`src/rtl/sm_loader_pkg.sv`:
```
// Shared types and constants for the instruction-memory boot loader.
package sm_loader_pkg;

  typedef enum logic [2:0] {
    IDLE,
    LEN0,
    LEN1,
    DATA,
    WRITE,
    CSUM,
    DONE
  } state_t;

  localparam logic [7:0] SYNC_BYTE_DEF = 8'hA5;
  localparam int         LEN_W         = 16;
  localparam int         WORD_W        = 32;

endpackage

```
`src/rtl/sm_imem_loader_if.sv`:
```
// Byte-stream input and instruction-memory write port of the boot loader.
interface sm_imem_loader_if;
  import sm_loader_pkg::*;

  logic              rx_valid;
  logic [7:0]        rx_data;
  logic              rx_ready;
  logic              im_we;
  logic [WORD_W-1:0] im_wa;
  logic [WORD_W-1:0] im_wd;

  modport master (
    output rx_valid, rx_data,
    input  rx_ready, im_we, im_wa, im_wd
  );

  modport slave (
    input  rx_valid, rx_data,
    output rx_ready, im_we, im_wa, im_wd
  );
endinterface

```
`src/rtl/sm_loader_word_asm.sv`:
```
// Collects four bytes little-endian; word_next is the full word in the cycle the 4th byte arrives.
module sm_loader_word_asm
  import sm_loader_pkg::*;
(
  input  logic              clk,
  input  logic              rst,
  input  logic              clr,
  input  logic              en,
  input  logic [7:0]        din,
  output logic              ready,
  output logic [WORD_W-1:0] word_next
);

  logic [1:0]  bcnt;
  logic [23:0] sh;

  always_ff @(posedge clk) begin
    if (rst || clr) bcnt <= '0;
    else if (en)    bcnt <= bcnt + 2'd1;
  end

  // Only the three earlier bytes are stored; the 4th is taken straight from din.
  always_ff @(posedge clk) begin
    if (en) sh <= {din, sh[23:8]};
  end

  assign word_next = {din, sh};
  assign ready     = en && (bcnt == 2'd3);

endmodule

```
`src/rtl/sm_imem_loader.sv`:
```
// Boot loader: parses SYNC/LEN/DATA/CSUM frames, writes instruction memory, releases CPU reset on success.
module sm_imem_loader
  import sm_loader_pkg::*;
#(
  parameter int unsigned SIZE      = 64,
  parameter logic [7:0]  SYNC_BYTE = SYNC_BYTE_DEF
) (
  input  logic                clk,
  input  logic                rst,
  sm_imem_loader_if.slave     bus,
  output logic                cpu_rst,
  output logic                busy,
  output logic                done,
  output logic                error
);

  state_t             state, state_n;
  logic [7:0]         len_lo;
  logic [7:0]         xsum;
  logic [LEN_W-1:0]   len;
  logic [LEN_W-1:0]   len_now;
  logic [LEN_W-1:0]   word_cnt;
  logic               accept;
  logic               sync_hit;
  logic               len_bad;
  logic               asm_ready;
  logic [WORD_W-1:0]  asm_word;

  assign bus.rx_ready = (state != WRITE);
  assign accept       = bus.rx_valid && bus.rx_ready;
  assign sync_hit     = accept && (bus.rx_data == SYNC_BYTE) &&
                        ((state == IDLE) || (state == DONE));
  assign len_now      = {bus.rx_data, len_lo};
  assign len_bad      = (len_now == '0) || (32'(len_now) > SIZE);

  sm_loader_word_asm u_asm (
    .clk       (clk),
    .rst       (rst),
    .clr       (state == LEN1),
    .en        (accept && (state == DATA)),
    .din       (bus.rx_data),
    .ready     (asm_ready),
    .word_next (asm_word)
  );

  always_comb begin
    state_n = state;
    case (state)
      IDLE, DONE: if (sync_hit) state_n = LEN0;
      LEN0:       if (accept) state_n = LEN1;
      LEN1:       if (accept) state_n = len_bad ? IDLE : DATA;
      DATA:       if (asm_ready) state_n = WRITE;
      WRITE:      state_n = (word_cnt + 16'd1 == len) ? CSUM : DATA;
      CSUM:       if (accept) state_n = (bus.rx_data == xsum) ? DONE : IDLE;
      default:    state_n = IDLE;
    endcase
  end

  always_ff @(posedge clk) begin
    if (rst) begin
      state    <= IDLE;
      bus.im_we <= 1'b0;
      bus.im_wa <= '0;
      bus.im_wd <= '0;
      cpu_rst  <= 1'b1;
      busy     <= 1'b0;
      done     <= 1'b0;
      error    <= 1'b0;
      word_cnt <= '0;
      xsum     <= '0;
    end else begin
      state     <= state_n;
      bus.im_we <= 1'b0;
      case (state)
        IDLE, DONE: if (sync_hit) begin
          busy    <= 1'b1;
          error   <= 1'b0;
          done    <= 1'b0;
          cpu_rst <= 1'b1;
          xsum    <= '0;
        end
        LEN0: if (accept) xsum <= xsum ^ bus.rx_data;
        LEN1: if (accept) begin
          xsum     <= xsum ^ bus.rx_data;
          word_cnt <= '0;
          if (len_bad) begin
            error <= 1'b1;
            busy  <= 1'b0;
          end
        end
        DATA: if (accept) begin
          xsum <= xsum ^ bus.rx_data;
          if (asm_ready) begin
            bus.im_we <= 1'b1;
            bus.im_wa <= 32'(word_cnt);
            bus.im_wd <= asm_word;
          end
        end
        WRITE: word_cnt <= word_cnt + 16'd1;
        CSUM: if (accept) begin
          busy <= 1'b0;
          if (bus.rx_data == xsum) begin
            done    <= 1'b1;
            cpu_rst <= 1'b0;
          end else begin
            error <= 1'b1;
          end
        end
        default: ;
      endcase
    end
  end

  // Length fields are plain data and need no reset.
  always_ff @(posedge clk) begin
    if (accept && (state == LEN0)) len_lo <= bus.rx_data;
    if (accept && (state == LEN1)) len    <= len_now;
  end

endmodule

```
`src/flat_wrapper.sv`:
```
// flat-port wrapper written by rule: the top's interface ports become plain ports
module sm_imem_loader_flat import sm_loader_pkg::*;
#(
  parameter int unsigned SIZE      = 64,
  parameter logic [7:0]  SYNC_BYTE = SYNC_BYTE_DEF
)
  (clk, rst, cpu_rst, busy, done, error, bus_rx_valid, bus_rx_data, bus_rx_ready, bus_im_we, bus_im_wa, bus_im_wd);
  sm_imem_loader_if bus_i ();
  input  logic clk;
  input  logic rst;
  output logic cpu_rst;
  output logic busy;
  output logic done;
  output logic error;
  input wire logic [$bits(bus_i.rx_valid)-1:0] bus_rx_valid;
  input wire logic [$bits(bus_i.rx_data)-1:0] bus_rx_data;
  output wire logic [$bits(bus_i.rx_ready)-1:0] bus_rx_ready;
  output wire logic [$bits(bus_i.im_we)-1:0] bus_im_we;
  output wire logic [$bits(bus_i.im_wa)-1:0] bus_im_wa;
  output wire logic [$bits(bus_i.im_wd)-1:0] bus_im_wd;
  assign bus_i.rx_valid = bus_rx_valid;
  assign bus_i.rx_data = bus_rx_data;
  assign bus_rx_ready = bus_i.rx_ready;
  assign bus_im_we = bus_i.im_we;
  assign bus_im_wa = bus_i.im_wa;
  assign bus_im_wd = bus_i.im_wd;
  sm_imem_loader #(.SIZE(SIZE), .SYNC_BYTE(SYNC_BYTE)) u_core (.clk(clk), .rst(rst), .bus(bus_i), .cpu_rst(cpu_rst), .busy(busy), .done(done), .error(error));
endmodule
```
`config.mk`:
```
export PLATFORM = sky130hd
export DESIGN_NAME = sm_imem_loader_flat
export DESIGN_NICKNAME = d
export VERILOG_FILES = /design/src/rtl/sm_loader_pkg.sv /design/src/rtl/sm_imem_loader_if.sv /design/src/rtl/sm_loader_word_asm.sv /design/src/rtl/sm_imem_loader.sv /design/src/flat_wrapper.sv
export SDC_FILE = /design/constraint.sdc
export NUM_CORES = 1
export LEC_CHECK = 0
export ABC_AREA = 1
export BUFFER_PORTS_ARGS = -buffer_cell sky130_fd_sc_hd__buf_2
export CAP_MARGIN = 10
export CORE_ASPECT_RATIO = 0.8
export CORE_MARGIN = 3
export CORE_UTILIZATION = 30
export CTS_BUF_LIST = sky130_fd_sc_hd__clkbuf_8
export CTS_CLUSTER_DIAMETER = 60
export CTS_CLUSTER_SIZE = 40
export DETAILED_ROUTE_END_ITERATION = 7
export GPL_ROUTABILITY_DRIVEN = 0
export GPL_TIMING_DRIVEN = 0
export PLACE_DENSITY = 0.55
export SLEW_MARGIN = 40
export SYNTH_ARGS = -nofsm -noshare
export SYNTH_HDL_FRONTEND = slang
export SYNTH_SLANG_ARGS = --single-unit
export TNS_END_PERCENT = 10
```
`constraint.sdc`:
```
create_clock -name clk -period 2.2 [get_ports clk]
set_input_delay 0 -clock clk [delete_from_list [all_inputs] [get_ports clk]]
set_output_delay 0 -clock clk [all_outputs]
set_load 0.03 [all_outputs]
```
* Word-level counts from Yosys, hierarchy flattened *
Index checks and enable logic that the tools add are counted.

word-level totals
  register bits = 130
  bits of input ports = 11
  output and inout port bits = 70
  word-level logic and storage cells = 98

operators by class
  add/subtract/negate cells = 2
  $lt $le $gt $ge = 1
  equal/unequal tests = 20
  muxes and demuxes = 32
  bitwise logic cells = 3
  reductions and logical operators = 26

operators with widths
  operator                 number
  $pmux W16 S2             1
  $mux W3                  7
  $pmux W3 S6              1
  $add A16 B1 Y16 const B  1
  $eq A16 B16 Y1           1
  $gt A16 B7 Y1 const B    1
  $logic_not A16 Y1        1
  $mux W16                 1
  $mux W8                  2
  $ne A2 B1 Y1 const B     8
  $pmux W8 S2              1
  $mux W1                  14
  $reduce_and A5 Y1        2
  $eq A3 B3 Y1 const B     3
  $eq A8 B8 Y1             1
  $eq A8 B8 Y1 const B     1
  $xor A8 B8 Y8            1
  $logic_and A1 B1 Y1      7
  $eq A3 B2 Y1 const B     2
  $pmux W1 S3              2
  $reduce_and A3 Y1        2
  $reduce_and A6 Y1        1
  $reduce_bool A2 Y1       3
  $reduce_or A3 Y1         2
  14 further kinds         18

* Longest topological paths before layout *
Gate-level depths: netlist of run 1.

  word-level depth = 6
  gate-level depth with buffers = 16
  depth with buffers taken out = 16

* Cells and area by module *
From an unflattened synthesis of run 1, not the netlist that was laid out.

second synthesis, totals
  cell total of the unflattened synthesis = 650
  area, all modules = 5586.6 um^2

modules (own cells, without submodules)
  module              times used  cells an instance  area each (um^2)  sequential area each (um^2)
  sm_imem_loader      1           600                4694.5            2322.2
  sm_loader_word_asm  1           50                 892.1             760.7

* Worst setup path before layout of run 1 *
No wires, ideal clock.

  kind = reg-to-reg
  start point = register u_core.state[1]
  end point = register u_core.word_cnt[14]
  library setup time = 0.134 ns
  arrival time = 1.980 ns
  required time = 2.066 ns
  path slack = 0.086 ns
  stages on the path, launching flop included = 9
  buffers on the path = 1
  clock period less this slack = 2.114 ns
  cell sequence = dfxtp_1 inv_1 nor3_1 inv_1 nor2_1 nor2_1 buf_2 nand2_1 a21oi_1

between the ends
  word-level cells in the longest chain between the ends = 4
  elaborated cells on any way between the ends = 8
  classes of those cells = 4 x eq/ne; 1 x mux; 3 x reduce/logical

ends and longest elaborated chain
  item                         RTL line              text
  start: declaration           sm_imem_loader.sv:17  state_t state, state_n;
  start signal: assignment     sm_imem_loader.sv:72  state <= state_n;
  $ne A3 B3 Y1                 sm_imem_loader.sv:29  assign bus.rx_ready = (state != WRITE);
  $logic_and A1 B1 Y1          sm_imem_loader.sv:30  assign accept = bus.rx_valid && bus.rx_ready;
  $ne A2 B1 Y1 (no line)       -
  $reduce_and A2 Y1 (no line)  -
  end signal: assignment       sm_imem_loader.sv:99  WRITE: word_cnt <= word_cnt + 16'd1;
  end: declaration             sm_imem_loader.sv:22  logic [LEN_W-1:0] word_cnt;

Parallel ways exist; a longest one is shown, timed or not.
A chain may end at the register's enable or synchronous reset.

* Final worst setup path of run 1 *
  start point = register u_core.word_cnt[0]
  end point = register u_core.state[1]

between the ends
  word-level cells in the longest chain between the ends = 4

ends and longest elaborated chain
  item             RTL line              text
  $add A16 B1 Y16  sm_imem_loader.sv:53  WRITE: state_n = (word_cnt + 16'd1 == len) ? CSUM : DATA;
  $eq A16 B16 Y1   sm_imem_loader.sv:53
  $mux W3          sm_imem_loader.sv:53
  $pmux W3 S6      sm_imem_loader.sv:48  case (state)

No other way between the ends.

==> impl_metrics.yaml, run 1 <==
power_and_ir_drop:
  power.internal_uw: 3810
  clkPwrFrac_pct: 44.1
  switching_share_pct: 23.9
  p_sw_uw: 1190
  leakage_uw: 0.00283
  combPwrFrac_pct: 5.7
  powerDensity_nw_per_um2: 721
  ir_drop_uv: 357
  p_seq_share_pct: 50.2
final_layout:
  nNetsFinal: 794
  drive_gt1_share_pct: 20.8
  syn2layout_area_growth_pct: 22.2
  antenna_cells: 0
  n_fill_cell: 1871
cts:
  clk_latency_ns: 0.44
  cts_htree_levels: 4
  numCtsBuffers: 17
  clockBufferDepth: 2
  cts_sinks: 130
  tritoncts: "built"
  path_clk_slew_ns: 0.08
  root_buffer: "clkbuf_8"
synthesis:
  yosys_most_used_dff: "dfxtp_1"
  netlist_area_um2: 5670
  avgSynthCellArea_um2: 8.43
  yosysSeqAreaShare_pct: 54.4
  synthCells: 673
  ys_ff_latch: 130
  yosysWarnings: 0
  synth_common_cells: "nand2_1 (140), nor2_1 (92), dfxtp_1 (82)"
  yosysMostFrequentCell: "nand2_1"
  synth_edf_count: 48
  synth-async-reset-ratio_pct: 0
  synth_top_area_share_pct: 28.9
  synthTopCellsByArea: "dfxtp_1 (29%), edfxtp_1 (25%), nand2_1 (9.3%)"
  ys_types: 36
  yosysTopAreaCell: "dfxtp_1"
drt:
  wl_per_cell_um: 14.3
  first_pass_iters: 5
  viasPerCell: 4.48
  antenna_left: 0
  vias: 4688
  drtIter0Drc: 392
  wl_um: 14900
  drc_errors: 0
timing:
  timing.final.crit_period_ns: 2.02
  timing.hold.ws_ns: 0.0398
  setup_viol: 0
  post-route-period-util_pct: 91.9
  relSlewSlack_pct: 52.1
  final.setup.tns_ns: 0
  max_freq_ghz: 0.494
  finClkSkew_ns: 0.0132
  finalMaxSlewViolations: 0
  rsz0062_at_grt: "yes"
  hold_violations: 0
  worst_slew_pin_slew_ns: 0.718
critical_path:
  critPathTopFamily: "simple AND/OR/NAND/NOR gates"
  cpMostUsedCell: "nand2_1"
  cp.required_ns: 2.51
  crit_arrival_ns: 2.33
  slowest_delay_ns: 0.39
  crit_type: "flop to flop"
  cpMaxStageDelayCell: "dfxtp_4"
  path_buf_inv: 0
  crit_chain: "ha_4, nand2_2, nor2_4, nand4_1, nand2_1, nand2_1, nand2_1, nand2_1, nor2_1, nand3_1, nand2_1, nand2_1, nand2_1, a21oi_1"
  start_kind: "flop"
  crit_fanout: 8
  critical_path.endpoint_type: "flop"
grt:
  antenna_found_initial: 0
  grtUsageTotal_pct: 14.6
  grt.overflow.total: 0
  grt_pass1_vias: 4246
  grt_pass1_wl_um: 23300
  grt_max_degree: 18
floorplan:
  core_area_um2: 18300
  start_util_pct: 30.9
  dieArea_um2: 20600
  chipHeight_um: 129
  die_w_um: 160
  placementRows: 44
  ios: 81
min_path:
  hold_class: "input pin to flop"
status:
  outcome: "complete, no violations"
placement:
  dp_hpwl_um: 10700
  port_buffers: 64
run:
  drv_cap: 0
==> final timing paths <==
| path | start | end | slack (ns) | depth (start not counted) |
|---|---|---|---|---|
| setup reg to reg | u_core.word_cnt[0]$_SDFFE_PP0P_ | u_core.state[1]$_SDFFE_PP0P_ | 0.18 | 14 |
| hold / removal | bus_rx_valid | u_core.done$_SDFFE_PP0P_ | 0.04 | 5 |
| hold reg to reg | u_core.len_lo[4]$_DFFE_PP_ | u_core.len[4]$_DFFE_PP_ | 0.45 | 0 |
| setup / recovery | u_core.word_cnt[0]$_SDFFE_PP0P_ | u_core.state[1]$_SDFFE_PP0P_ | 0.18 | 14 |
==> registers in the layout, indices dropped and copies added, names as in the netlist <==
register,flops
u_core.cpu_rst,1
u_core.word_cnt,16
u_core.len_lo,8
u_core.busy,1
u_core.u_asm.sh,24
u_core.state,3
u_core.done,1
u_core.bus.im_we,1
u_core.bus.im_wa,16
u_core.len,16
u_core.bus.im_wd,32
u_core.error,1
u_core.u_asm.bcnt,2
u_core.xsum,8
==> per-layer routing <==
layer	part of all wire, %	global-route usage (%)	vias up
li1	-	-	2412
met1	52	21.4	2125
met2	41	20.8	142
met3	6.1	4.51	9
met4	0.80	3.96	0
met5	0	0	-
==> cells by family (layout without fill, tap and decap cells) <==
kind of cell               Yosys count  in the layout  synth area share (%)
other                                1             16                0.0661
buffers and inverters               96            201                  7.72
AOI/OAI and AO/OA                  114            114                  10.8
and+or+nand+nor                    320            321                  25.1
adders and majority gates            2              2                 0.441
DFF                                130            130                  54.4
xor gates and xnor gates            10             10                  1.54
==> what timing repair did <==
| item | CTS | global route |
|---|---|---|
| hold buffers | 8 | 0 |
| setup buffers | 1 | 0 |
| gates resized for setup | 1 | 13 |
| cloned | 1 | 0 |
| setup endpoints to repair | 61 | 10 |
| endpoints found under the hold margin | 30 | 0 |
| pin swaps | 1 | 1 |
==> per-stage QoR <==
stage / util [%] / instance area [µm²] / instances / power [µW] / setup WS, ns
after floorplan: - / 5730 / 688 / 2760 / 0.0864
after global placement: 34.7 / 6360 / 1005 / 2840 / -0.651
after detailed placement: 34.7 / 6370 / 1005 / 2840 / -0.452
after CTS: 37.6 / 6890 / 1047 / 5040 / 0.0621
after global routing: 37.8 / 6930 / 1047 / 5170 / -0.0501
final: 37.8 / 6930 / 1047 / 5000 / 0.177
==> worst min-delay path: stages <==
cell and delay (ns):
buf_2 0.12, nor2_1 0.10, a21oi_1 0.04, nand2_1 0.10, a21oi_1 0.08
==> final cells by class <==
| type | count | area (µm²) | area share (%) |
|---|---|---|---|
| Sequential cell | 130 | 3090 | 44.6 |
| Multi-Input combinational cell | 463 | 2260 | 32.5 |
| Timing Repair Buffer | 73 | 408 | 5.88 |
| Tap cell | 253 | 317 | 4.57 |
| Clock buffer | 17 | 234 | 3.37 |
| Buffer | 38 | 220 | 3.18 |
| Inverter | 58 | 218 | 3.14 |
| Clock inverter | 15 | 190 | 2.74 |
==> power groups by stage <==
stage | combinational [µW] | sequential [µW] | clock (µW)
after floorplan | 176 | 2580 | 0
after global placement | 272 | 2570 | 0
after detailed placement | 273 | 2570 | 0
after CTS | 286 | 2510 | 2250
after global routing | 313 | 2510 | 2350
final | 286 | 2510 | 2200
==> cells in the final DEF (no fill, tap or decap), types with 8 or more instances in the layout <==
cell type / Yosys / layout
buf_2: 8 / 72
conb_1: 1 / 16
buf_4: 18 / 19
nand2_1: 140 / 139
clkbuf_8: 0 / 17
dfxtp_1: 82 / 80
nand3_1: 39 / 37
nand4_1: 18 / 18
a21oi_1: 51 / 51
dlygate4sd3_1: 0 / 8
edfxtp_1: 48 / 48
clkbuf_1: 11 / 11
nand2_2: 8 / 9
o21ai_0: 52 / 52
xor2_1: 9 / 9
nor2_1: 92 / 87
inv_1: 52 / 52
(Power assumes the default switching activity.)
==> inputs of run 2 (changes only) <==
- CORE_MARGIN: 3 -> 2
==> run 2 against run 1 <==
Against the previous run: utilization is essentially flat; cell count unchanged; clock-buffer cell count is the same; via count is 1.2% higher; non-clock buffer count unchanged; critical endpoint unchanged; largest power group unchanged; highest routed layer unchanged.
==> impl_metrics.yaml, run 2 (same netlist as run 1, synthesis figures left out) <==
status:
  outcome: "complete, no violations"
floorplan:
  ios: 81
  dieArea_um2: 20000
  core_area_um2: 18300
  chipHeight_um: 127
  placementRows: 44
  die_w_um: 158
  start_util_pct: 30.9
critical_path:
  cpMaxStageDelayCell: "dfxtp_4"
  crit_fanout: 8
  crit_type: "flop to flop"
  regToRegSetupSlack_ns: 0.18
  cp.required_ns: 2.51
  r2r_start: "u_core.word_cnt[0]$_SDFFE_PP0P_"
  crit_arrival_ns: 2.34
  slowest_delay_ns: 0.38
  critical_path.endpoint_type: "flop"
  crit_chain: "ha_4, nand2_2, nor2_4, nand4_1, nand2_1, nand2_1, nand2_1, nand2_1, nor2_1, nand3_1, nand2_1, nand2_1, nand2_1, a21oi_1"
  cpMostUsedCell: "nand2_1"
  ff2ff_path_depth: 14
  start_kind: "flop"
  r2r-end: "u_core.state[1]$_SDFFE_PP0P_"
grt:
  grt_busiest_layer: "met2"
  grt_pass1_vias: 4361
  antenna_found_initial: 0
  grt_pass1_wl_um: 23700
  met1_usage_pct: 22.7
  met3_usage_pct: 4.31
  grt_max_degree: 18
  grt_util_met2_pct: 22.9
  grtUsageTotal_pct: 15.7
  grt.overflow.total: 0
final_layout:
  drive_gt1_share_pct: 20.9
  largest_reg_flops: 32
  antenna_cells: 0
  nNetsFinal: 794
  regMostFlops: "u_core.bus.im_wd"
  mostFrequentLayoutCells: "nand2_1 (139), nor2_1 (89), dfxtp_1 (77)"
  syn2layout_area_growth_pct: 22.2
  final_core_util_pct: 37.8
  n_fill_cell: 1903
  top_regs: "u_core.bus.im_wd (32), u_core.u_asm.sh (24)"
  final_common_cell: "nand2_1"
drt:
  drtIter0Drc: 412
  first_pass_iters: 5
  vias: 4745
  viasPerCell: 4.53
  wl_um: 14900
  wl_per_cell_um: 14.3
  antenna_left: 0
  drc_errors: 0
power_and_ir_drop:
  ir_drop_uv: 383
  combPwrFrac_pct: 5.8
  clkPwrFrac_pct: 42.8
  finalPower_uw: 4890
  powerDensity_nw_per_um2: 706
  p_seq_share_pct: 51.3
  p_sw_uw: 1200
  leakage_uw: 0.00283
  switching_share_pct: 24.5
  power.internal_uw: 3690
timing:
  hold_violations: 0
  post-route-period-util_pct: 92.0
  max_freq_ghz: 0.494
  worst_slew_pin_slew_ns: 0.697
  timing.hold.ws_ns: 0.155
  finClkSkew_ns: 0.0183
  finalMaxSlewViolations: 0
  setup_viol: 0
  timing.final.crit_period_ns: 2.02
  relSlewSlack_pct: 53.5
min_path:
  hp-start: "rst"
  hold_path_depth: 3
  holdPathEnd: "u_core.xsum[1]$_SDFFE_PP0P_"
  hold_class: "input pin to flop"
run:
  drv_cap: 0
cts:
  numCtsBuffers: 17
  tritoncts: "built"
  cts_htree_levels: 4
  path_clk_slew_ns: 0.08
  cts_sinks: 130
  root_buffer: "clkbuf_8"
  clockBufferDepth: 2
  clk_latency_ns: 0.46
placement:
  port_buffers: 64
  dp_hpwl_um: 10700
[run 2: cell types whose count changed in the layout (fill, tap and decap cells not counted), sizes merged]
cell         before  now
clkinv            5    8
clkinvlp          5    2
buf              92   90
bufinv            4    3
clkbuf           28   29
dlygate4sd3       8    9
inv              59   60
[run 2: per-stage QoR]
stage,instance area (µm²),instances,worst slack [ns],TNS [ns]
6_report,6930,1047,0.176,0
3_5_place_dp,6370,1005,-0.440,-14.41
4_1_cts,6880,1048,0.0902,0
2_1_floorplan,5730,688,0.0864,0
5_1_grt,6930,1047,-0.000308,-0.000308
3_3_place_gp,6360,1005,-0.593,-21.33
[run 2: cell type report]
class | instances | area, µm² | share of cell area (%)
Sequential cell | 130 | 3090 | 44.7
Multi-Input combinational cell | 463 | 2260 | 32.6
Timing Repair Buffer | 74 | 418 | 6.03
Tap cell | 253 | 317 | 4.57
Clock buffer | 17 | 234 | 3.38
Buffer | 37 | 221 | 3.20
Inverter | 58 | 218 | 3.14
Clock inverter | 15 | 168 | 2.42
[run 2: worst max-delay path: cells and delay by family (launching register included)]
family / cells / cell delay (ns)
simple gates: 12 / 1.30
flops: 1 / 0.38
fa+ha+maj: 1 / 0.15
compound gates: 1 / 0.06
[run 2: power by group through the flow]
| stage | logic (µW) | registers, µW | clock network, µW |
|---|---|---|---|
| after floorplan | 176 | 2580 | 0 |
| after global placement | 272 | 2570 | 0 |
| after detailed placement | 274 | 2570 | 0 |
| after CTS | 288 | 2510 | 2160 |
| after global routing | 315 | 2510 | 2260 |
| final | 286 | 2510 | 2100 |
[run 2: worst max-delay path by stage]
stage          slack [ns]                          endpoint                             from
6_report             0.18      u_core.state[1]$_SDFFE_PP0P_  u_core.word_cnt[0]$_SDFFE_PP0P_
5_1_grt           -0.0003      u_core.state[2]$_SDFFE_PP0P_  u_core.word_cnt[0]$_SDFFE_PP0P_
4_1_cts              0.09      u_core.state[2]$_SDFFE_PP0P_  u_core.word_cnt[1]$_SDFFE_PP0P_
3_5_place_dp        -0.44  u_core.bus.im_wa[0]$_SDFFE_PP0P_     u_core.state[0]$_SDFFE_PP0P_
3_3_place_gp        -0.59  u_core.word_cnt[14]$_SDFFE_PP0P_     u_core.state[1]$_SDFFE_PP0P_
2_1_floorplan        0.09  u_core.word_cnt[14]$_SDFFE_PP0P_     u_core.state[1]$_SDFFE_PP0P_
[run 2: routing by layer]
metal / up-vias / wire [µm]
met4: 0 / 158
met5: - / 0
met2: 124 / 6310
met1: 2191 / 7700
li1: 2417 / -
met3: 13 / 755
[run 2: repair_timing]
action	4_1_cts	5_1_grt
buffers inserted	1	0
setup endpoints to repair	61	15
hold buffers	9	0
endpoints found under the hold margin	32	0
gates resized for setup	1	19
cloned	1	0
pin swaps	1	2
==> inputs of run 3 (changes only) <==
- RECOVER_POWER: default -> 100
==> run 3 against run 2 <==
Against the previous run: hold slack better by 0.0036 ns; sequential power hardly changed; critical path depth is 6 lower; final area is 1.2% lower; combinational power is 2% lower; non-clock buffer count stayed put; routed wire length is 0.58% higher; clock-buffer cell count stayed put; utilization is 0.45 points lower; sequential cell count stayed put; total power hardly changed; die area stayed put.
==> impl_metrics.yaml, run 3 (same netlist as run 1, synthesis figures left out) <==
critical_path:
  crit_fanout: 17
  crit_arrival_ns: 2.42
  setup.worst_path.start: "u_core.state[1]$_SDFFE_PP0P_"
  cp.required_ns: 2.59
  r2r-end: "u_core.word_cnt[8]$_SDFFE_PP0P_"
  crit_type: "flop to flop"
  regToRegSetupSlack_ns: 0.16
  ff2ff_path_depth: 8
  start_kind: "flop"
  r2r_start: "u_core.state[1]$_SDFFE_PP0P_"
  critical_path.endpoint_type: "flop"
power_and_ir_drop:
  powerDensity_nw_per_um2: 714
  power.internal_uw: 3690
  leakage_uw: 0.00257
  clkPwrFrac_pct: 42.9
  combPwrFrac_pct: 5.8
  p_sw_uw: 1200
  switching_share_pct: 24.5
  p_seq_share_pct: 51.4
  ir_drop_uv: 383
timing:
  timing.final.crit_period_ns: 2.04
  final.setup.tns_ns: 0
  post-route-period-util_pct: 92.6
  finClkSkew_ns: 0.0206
  relSlewSlack_pct: 53.9
  setup_viol: 0
  finalMaxSlewViolations: 0
  max_freq_ghz: 0.491
  hold_violations: 0
  worst_slew_pin_slew_ns: 0.692
final_layout:
  final_common_cell: "nand2_1"
  top_regs: "u_core.bus.im_wd (32), u_core.u_asm.sh (24)"
  antenna_cells: 0
  final_core_util_pct: 37.3
  n_fill_cell: 1920
  regMostFlops: "u_core.bus.im_wd"
  drive_gt1_share_pct: 13.0
  mostFrequentLayoutCells: "nand2_1 (139), nor2_1 (90), dfxtp_1 (77)"
  largest_reg_flops: 32
  nNetsFinal: 794
  syn2layout_area_growth_pct: 20.7
  multi_input_area_um2: 2260
  final-seq-area_um2: 3090
floorplan:
  start_util_pct: 30.9
  ios: 81
  core_area_um2: 18300
  dieArea_um2: 20000
  placementRows: 44
  chipHeight_um: 127
  die_w_um: 158
cts:
  root_buffer: "clkbuf_8"
  clockBufferDepth: 2
  tritoncts: "built"
  cts_sinks: 130
  clk_latency_ns: 0.46
  numCtsBuffers: 17
  path_clk_slew_ns: 0.09
  cts_htree_levels: 4
grt:
  grt_pass1_vias: 4361
  grt.overflow.total: 0
  grt_pass1_wl_um: 23700
  antenna_found_initial: 0
  grt_max_degree: 18
  grtUsageTotal_pct: 15.7
drt:
  drtIter0Drc: 393
  vias: 4727
  first_pass_iters: 5
  drc_errors: 0
  antenna_left: 0
  viasPerCell: 4.51
  wl_per_cell_um: 14.3
  wl_um: 15000
min_path:
  holdPathEnd: "u_core.xsum[1]$_SDFFE_PP0P_"
  hold_class: "input pin to flop"
  hold_path_depth: 3
  hp-start: "rst"
run:
  drv_cap: 0
placement:
  port_buffers: 64
  dp_hpwl_um: 10700
status:
  outcome: "complete, no violations"
-- run 3: critical path, stage by stage (launching register included) --
cell and delay [ns]:
dfxtp_1 0.33, inv_1 0.18, nor3_1 0.07, inv_1 0.17
nor2_4 0.14, nor2_1 0.50, buf_2 0.36, nand2_1 0.08
a21oi_1 0.14
-- run 3: per-stage QoR --
step	area, µm²	std cells	hold slack, ns	worst slack [ns]	total power [µW]
after detailed placement	6370	1005	0.342	-0.440	2840
final	6850	1047	0.159	0.164	4890
after floorplan	5730	688	0.0989	0.0864	2760
after global placement	6360	1005	0.336	-0.593	2840
after global routing	6850	1047	0.147	-0.000313	5080
after CTS	6880	1048	0.134	0.0902	4960
-- run 3: power groups by stage --
| stage | Clock (µW) | Combinational [µW] | Sequential [µW] |
|---|---|---|---|
| 3_5_place_dp | 0 | 274 | 2570 |
| 3_3_place_gp | 0 | 272 | 2570 |
| 2_1_floorplan | 0 | 176 | 2580 |
| 4_1_cts | 2160 | 288 | 2510 |
| 5_1_grt | 2260 | 310 | 2510 |
| 6_report | 2100 | 281 | 2510 |
-- run 3: worst max-delay path by stage --
stage,to,slack (ns)
after floorplan,u_core.word_cnt[14]$_SDFFE_PP0P_,0.09
after global placement,u_core.word_cnt[14]$_SDFFE_PP0P_,-0.59
after detailed placement,u_core.bus.im_wa[0]$_SDFFE_PP0P_,-0.44
after CTS,u_core.state[2]$_SDFFE_PP0P_,0.09
after global routing,u_core.state[2]$_SDFFE_PP0P_,-0.0003
final,u_core.word_cnt[8]$_SDFFE_PP0P_,0.16
-- run 3: per-layer routing --
layer	share of wire [%]	global-route usage, %	wire, µm	vias to the layer above
li1	-	-	-	2422
met1	52	22.7	7850	2192
met2	42	22.9	6330	102
met3	4.6	4.31	697	11
met4	0.90	4.49	135	0
met5	0	0	0	-
-- run 3: repair_timing --
action | 4_1_cts | 5_1_grt
buffers inserted | 1 | 0
cloned | 1 | 0
endpoints found under the hold margin | 32 | 0
hold buffers | 9 | 0
setup endpoints to repair | 61 | 15
pin swaps | 1 | 2
resized for setup | 1 | 19
-- run 3: final cells by class --
type / count / area share [%]
inverter: 58 / 3.18
multi-input combinational: 463 / 33.0
buffer: 37 / 3.22
timing repair buffer: 74 / 4.95
clock inverter: 15 / 2.45
sequential: 130 / 45.2
clock buffer: 17 / 3.42
tap: 253 / 4.62
